`src/rtl/b_dly_cal.sv`:
```
// Delay-line calibration controller: sweeps the select code upward until the
// line delay reaches one clock period, then parks the line on that code.
`timescale 1ns/1ps
module b_dly_cal #(
    parameter int SETTLE_CYC = 4,
    parameter int NUM_AVG    = 8,
    parameter int HIT_TH     = 4
) (
    input  logic       i_clk,
    input  logic       i_rst,
    input  logic       i_start,
    input  logic       i_dly_out,
    output logic       o_dly_in,
    output logic [7:0] o_dly_sel,
    output logic [7:0] o_lock_code,
    output logic       o_busy,
    output logic       o_done,
    output logic       o_err
);

    typedef enum logic [2:0] {IDLE, SETTLE, LAUNCH, CAPT, SYNC, EVAL, DONE} state_t;

    localparam logic [15:0] SETTLE_LAST = 16'(SETTLE_CYC - 1);
    localparam logic [7:0]  NAVG        = 8'(NUM_AVG);
    localparam logic [7:0]  HTH         = 8'(HIT_TH);

    state_t      state_q, state_d;
    logic [7:0]  code_q, code_d;
    logic [7:0]  trial_q, trial_d;
    logic [7:0]  hits_q, hits_d;
    logic [15:0] scnt_q, scnt_d;
    logic        sph_q, sph_d;
    logic        capt_q, sync_q;
    logic        dly_in_q, dly_in_d;
    logic [7:0]  sel_q, sel_d;
    logic [7:0]  lock_q, lock_d;
    logic        busy_q, busy_d;
    logic        done_q, done_d;
    logic        err_q, err_d;

    always_comb begin
        state_d  = state_q;
        code_d   = code_q;
        trial_d  = trial_q;
        hits_d   = hits_q;
        scnt_d   = '0;
        sph_d    = 1'b0;
        dly_in_d = 1'b0;
        lock_d   = lock_q;
        busy_d   = busy_q;
        done_d   = done_q;
        err_d    = err_q;
        case (state_q)
            IDLE, DONE: begin
                if (i_start) begin
                    code_d  = '0;
                    trial_d = '0;
                    hits_d  = '0;
                    done_d  = 1'b0;
                    err_d   = 1'b0;
                    busy_d  = 1'b1;
                    state_d = SETTLE;
                end
            end
            SETTLE: begin
                if (scnt_q == SETTLE_LAST) state_d = LAUNCH;
                else                       scnt_d  = scnt_q + 16'd1;
            end
            // Launch edge is registered so it rises at the start of CAPT,
            // exactly one period before the capture edge.
            LAUNCH: begin
                dly_in_d = 1'b1;
                state_d  = CAPT;
            end
            CAPT: begin
                dly_in_d = 1'b1;
                state_d  = SYNC;
            end
            SYNC: begin
                if (!sph_q) begin
                    sph_d = 1'b1;
                end else begin
                    if (sync_q && (hits_q != 8'hFF)) hits_d = hits_q + 8'd1;
                    trial_d = trial_q + 8'd1;
                    state_d = (trial_d < NAVG) ? SETTLE : EVAL;
                end
            end
            EVAL: begin
                if (hits_q < HTH) begin
                    lock_d  = code_q;
                    done_d  = 1'b1;
                    busy_d  = 1'b0;
                    state_d = DONE;
                end else if (code_q == 8'hFF) begin
                    lock_d  = 8'hFF;
                    err_d   = 1'b1;
                    done_d  = 1'b1;
                    busy_d  = 1'b0;
                    state_d = DONE;
                end else begin
                    code_d  = code_q + 8'd1;
                    trial_d = '0;
                    hits_d  = '0;
                    state_d = SETTLE;
                end
            end
            default: state_d = IDLE;
        endcase
        sel_d = (state_d == DONE) ? lock_d : code_d;
    end

    // capt_q is the possibly-metastable sampler; sync_q resolves it before use.
    always_ff @(posedge i_clk or posedge i_rst) begin
        if (i_rst) begin
            state_q  <= IDLE;
            code_q   <= '0;
            trial_q  <= '0;
            hits_q   <= '0;
            scnt_q   <= '0;
            sph_q    <= 1'b0;
            capt_q   <= 1'b0;
            sync_q   <= 1'b0;
            dly_in_q <= 1'b0;
            sel_q    <= '0;
            lock_q   <= '0;
            busy_q   <= 1'b0;
            done_q   <= 1'b0;
            err_q    <= 1'b0;
        end else begin
            state_q  <= state_d;
            code_q   <= code_d;
            trial_q  <= trial_d;
            hits_q   <= hits_d;
            scnt_q   <= scnt_d;
            sph_q    <= sph_d;
            if (state_q == CAPT) capt_q <= i_dly_out;
            sync_q   <= capt_q;
            dly_in_q <= dly_in_d;
            sel_q    <= sel_d;
            lock_q   <= lock_d;
            busy_q   <= busy_d;
            done_q   <= done_d;
            err_q    <= err_d;
        end
    end

    assign o_dly_in    = dly_in_q;
    assign o_dly_sel   = sel_q;
    assign o_lock_code = lock_q;
    assign o_busy      = busy_q;
    assign o_done      = done_q;
    assign o_err       = err_q;

endmodule

```
`config.mk`:
```
export PLATFORM = sky130hd
export DESIGN_NAME = b_dly_cal
export DESIGN_NICKNAME = d
export VERILOG_FILES = /design/src/rtl/b_dly_cal.sv
export SDC_FILE = /design/constraint.sdc
export NUM_CORES = 1
export LEC_CHECK = 0
export ABC_AREA = 1
export BUFFER_PORTS_ARGS = -buffer_cell sky130_fd_sc_hd__buf_4
export CAP_MARGIN = 20
export CORE_MARGIN = 3
export CORE_UTILIZATION = 46
export CTS_BUF_LIST = sky130_fd_sc_hd__clkbuf_8
export DETAILED_ROUTE_END_ITERATION = 16
export SLEW_MARGIN = 30
export SYNTH_ARGS = -nofsm -noshare
export SYNTH_HDL_FRONTEND = slang
export SYNTH_SLANG_ARGS = --single-unit
```
`constraint.sdc`:
```
create_clock -name i_clk -period 4.9 [get_ports i_clk]
set_input_delay 1.47 -clock i_clk [delete_from_list [all_inputs] [get_ports i_clk]]
set_output_delay 1.47 -clock i_clk [all_outputs]
set_load 0.05 [all_outputs]
```
==> impl_results.md <==
* Layout area overhead at 13.6%
* Outcome: finished, final reports clean
* Sw Share at 44.5%
* Worst skew pair latency at 340 ps
* Max-slew violation count at 0
* Fin area at 4020 um2
* Fraction of the mapped netlist area in adder cells at under 10%
* RSZ-0062 raised after global routing: false
* RR Startpoint: state_q[1]
* Main combinational cell family by area after synthesis: simple AND/OR/NAND/NOR gates
* Chip width at ~94 um
* Ant diodes at 0
* YS warnings at 0
* Min-delay worst type: reg -> reg
* Vias in the first global route at about 2800
* Largest net degree at the start of global routing at 48
* Relative slew slack at between 50% and 60%
* Initial antenna violation count at 0
* Port Buffers at 23
* Final Wtd Congestion at between 0.7 and 0.8
* Max Freq at approximately 0.42 GHz
* Number of I/O pins at 24
* Clock power share at ~23%
* 1st-pass router iterations at 4
* Worst reg2reg setup slack at ~2800 ps
* Ys flop type: dfrtp_1
* Slowest library cell on the worst path: dfrtp_1
* Sequential Power Share at roughly 34%
* DRC viols at 0
* Final WL at approximately 7.7 mm
* Max FO, Critical Path at 1
* EDFF count, synth at 0
* Non-Filler Instances at between 500 and 600
* WP buf/inv at 1
* Final setup viols at 0
* Simple-gate area share of the yosys netlist at about a third
* Least-Margin Pin Slew at 618 ps
* Root buf cell: clkbuf_8
* Worst Hold Depth at 0
* Die Y at approximately 94 um
* DR iter-0 viols at 98
* Critical Path AT at 930 ps
* Crit. End Element: output port
* First-pass GRT wire length at ~13 mm
* Synth Area in XOR/XNOR at ~3.0%
* DR vias/cell at 5.15
* Min-Delay Endpoint: sync_q
* Final net count at 460
* Post-synth net total at 430
* Combinational share of power at ~43%
* Post-DP HPWL at roughly 5.6 mm
* Synthesis-stage register bit count at 66
* Period minus WS final at ~2400 ps
* Worst VDD drop at roughly 0.00037 V
* R2R Path End: hits_q[0]
* Req. time, crit path at around 3400 ps
* Gr usage total at around a fifth
* Max Cap Violations at 0
* Core area at roughly 7400 um2
* P per Cell Area at ~550 nW/um2
* Leakage at approximately 1.9 nW
* Hold_sp: capt_q
* Clock skew at around 10 ps
* Htree depth at 3
* CTS Buffer Depth at 2
* Final worst-path cycle share at slightly below 50%
* TritonCTS buffer count at 9
* Grt ovf at 0
* Reg2Reg Depth at 10
* Routed Antenna Nets at 0
* Hold Buf Count CTS at 0
* Via count at ~2900
* Number of placement rows at 31
* Setup crit start kind: flip-flop
* Multiplexer share of the synthesized area at 0.600%
* Synthesized area per cell at around 8.4 um2
* Clock transition at path regs at 70 ps
* Endpoints failing hold at 0
* Largest stage delay on the critical path at 400 ps
* Mapped Area at approximately 3500 um2
* CTS tree: done
* Placed Area at between 3000 and 4000 um2
* Post-synthesis compound-gate area fraction at about 7%
* Int Power at approximately 0.0012 W
* CTS sink cnt at 66
* Initial core utilization at between 40% and 50%
* Share of layout cells above drive strength 1 at a little under a fifth
* Dpl cells at 540
* FFs w/ async S/R, synth at 100%
* Setup bufs post-CTS at 0
* Final setup TNS at 0 ps
* Seq/Total Area, Yosys at a little under half
* Per-cell routed wire length at roughly 14 um
* CP delay by family, top: flip-flops
* Die area at 8790 um2
* Switching power at 0.000989 W
* Gate Count Post-Synth at approximately 420
* Distinct cells, synth at between 40 and 50
* Crit path kind: reg -> out
* Post-CTS sizing at 0
* CP cell instances: buf_4
## placed cells by master, fill, tap and decap left out, types with 8 or more instances in the layout
cell	instances
nand3_1	43
buf_4	24
inv_1	43
clkbuf_8	10
nor2_1	50
nand4_1	8
o21ai_0	14
xor2_1	8
nand2_1	86
dfrtp_1	66
nor3_1	15
nand2_2	13
## synth_stat cells (2+ instances only)
cell,n,area (um2)
o21ai_0,14,70.1
nand2_8,3,60.1
nand2_2,13,81.3
nand4_1,8,50.1
nor2_2,5,31.3
nor2_4,3,33.8
inv_2,4,15.0
or2_2,2,12.5
a22oi_1,3,22.5
nor2_1,50,188
nor3b_1,6,45.0
o22ai_1,3,18.8
nand3_1,43,215
o21ai_1,2,10.0
xnor2_1,4,35.0
buf_2,2,10.0
nand3_4,2,35.0
o211ai_1,2,15.0
inv_1,43,161
xor2_1,8,70.1
a21oi_1,6,30.0
nor3_1,15,75.1
nand2_1,86,323
nand3_2,3,30.0
ha_1,4,50.1
nor4_1,3,18.8
o21ai_2,4,35.0
nand2_4,3,33.8
dfrtp_1,66,1650
## layer usage
layer | wire, um | track usage, %
met1 | 3490 | 24.0
met2 | 3790 | 32.3
met4 | 109 | 7.34
met3 | 278 | 3.77
met5 | 0 | 0
## sequential cells by signal, indices dropped and copies added, names as in the netlist
| signal | count |
|---|---|
| scnt_q | 16 |
| code_q | 8 |
| hits_q | 8 |
| o_dly_sel | 8 |
| o_lock_code | 8 |
| trial_q | 8 |
| state_q | 3 |
| capt_q | 1 |
| o_busy | 1 |
| o_dly_in | 1 |
| o_done | 1 |
| o_err | 1 |
| sph_q | 1 |
| sync_q | 1 |
## power by group through the flow
| stage | logic (W) | clock network [W] | registers, W |
|---|---|---|---|
| after floorplan | 0.000559 | 0 | 0.000963 |
| after global placement | 0.000963 | 0 | 0.000767 |
| after detailed placement | 0.000970 | 0 | 0.000769 |
| after CTS | 0.000972 | 0.000518 | 0.000760 |
| after global routing | 0.00105 | 0.000542 | 0.000776 |
| final | 0.000959 | 0.000503 | 0.000758 |
## logic make-up (layout without fill, tap and decap cells)
family / after synthesis / count (layout)
buffers and inverters: 54 / 89
AOI/OAI and AO/OA: 39 / 39
adders and majority gates: 4 / 4
DFF: 66 / 66
xor gates and xnor gates: 12 / 12
muxes: 2 / 2
and+or+nand+nor: 245 / 245
## cell type report
type / count / area, um2
fill: 723 / 3350
multi-input combinational: 302 / 1660
sequential: 66 / 1650
inverter: 49 / 191
timing repair buffer: 24 / 180
clock buffer: 10 / 138
tap: 99 / 124
clock inverter: 6 / 81.3
## metrics by stage
stage          setup WS (ps)  hold WS, ps  utilization [%]  power, W
2_1_floorplan           1780          349                -   0.00152
3_3_place_gp            2320          357             51.6   0.00173
3_5_place_dp            2300          365             51.6   0.00174
4_1_cts                 2480          381             54.6   0.00225
5_1_grt                 2460          394             54.6   0.00237
6_report                2500          378             54.6   0.00222
## worst max-delay path by stage
stage                        start  slack [ps]  cells after the start             end
floorplan                    i_rst        1780                      1          capt_q
global placement           i_start        2320                      9    o_dly_sel[2]
detailed placement         i_start        2300                      9    o_dly_sel[5]
CTS                   o_dly_sel[7]        2480                      1    o_dly_sel[7]
global route        o_lock_code[3]        2460                      1  o_lock_code[3]
finish                o_dly_sel[7]        2500                      1    o_dly_sel[7]
Note: power is estimated with default switching activity, not from simulation.
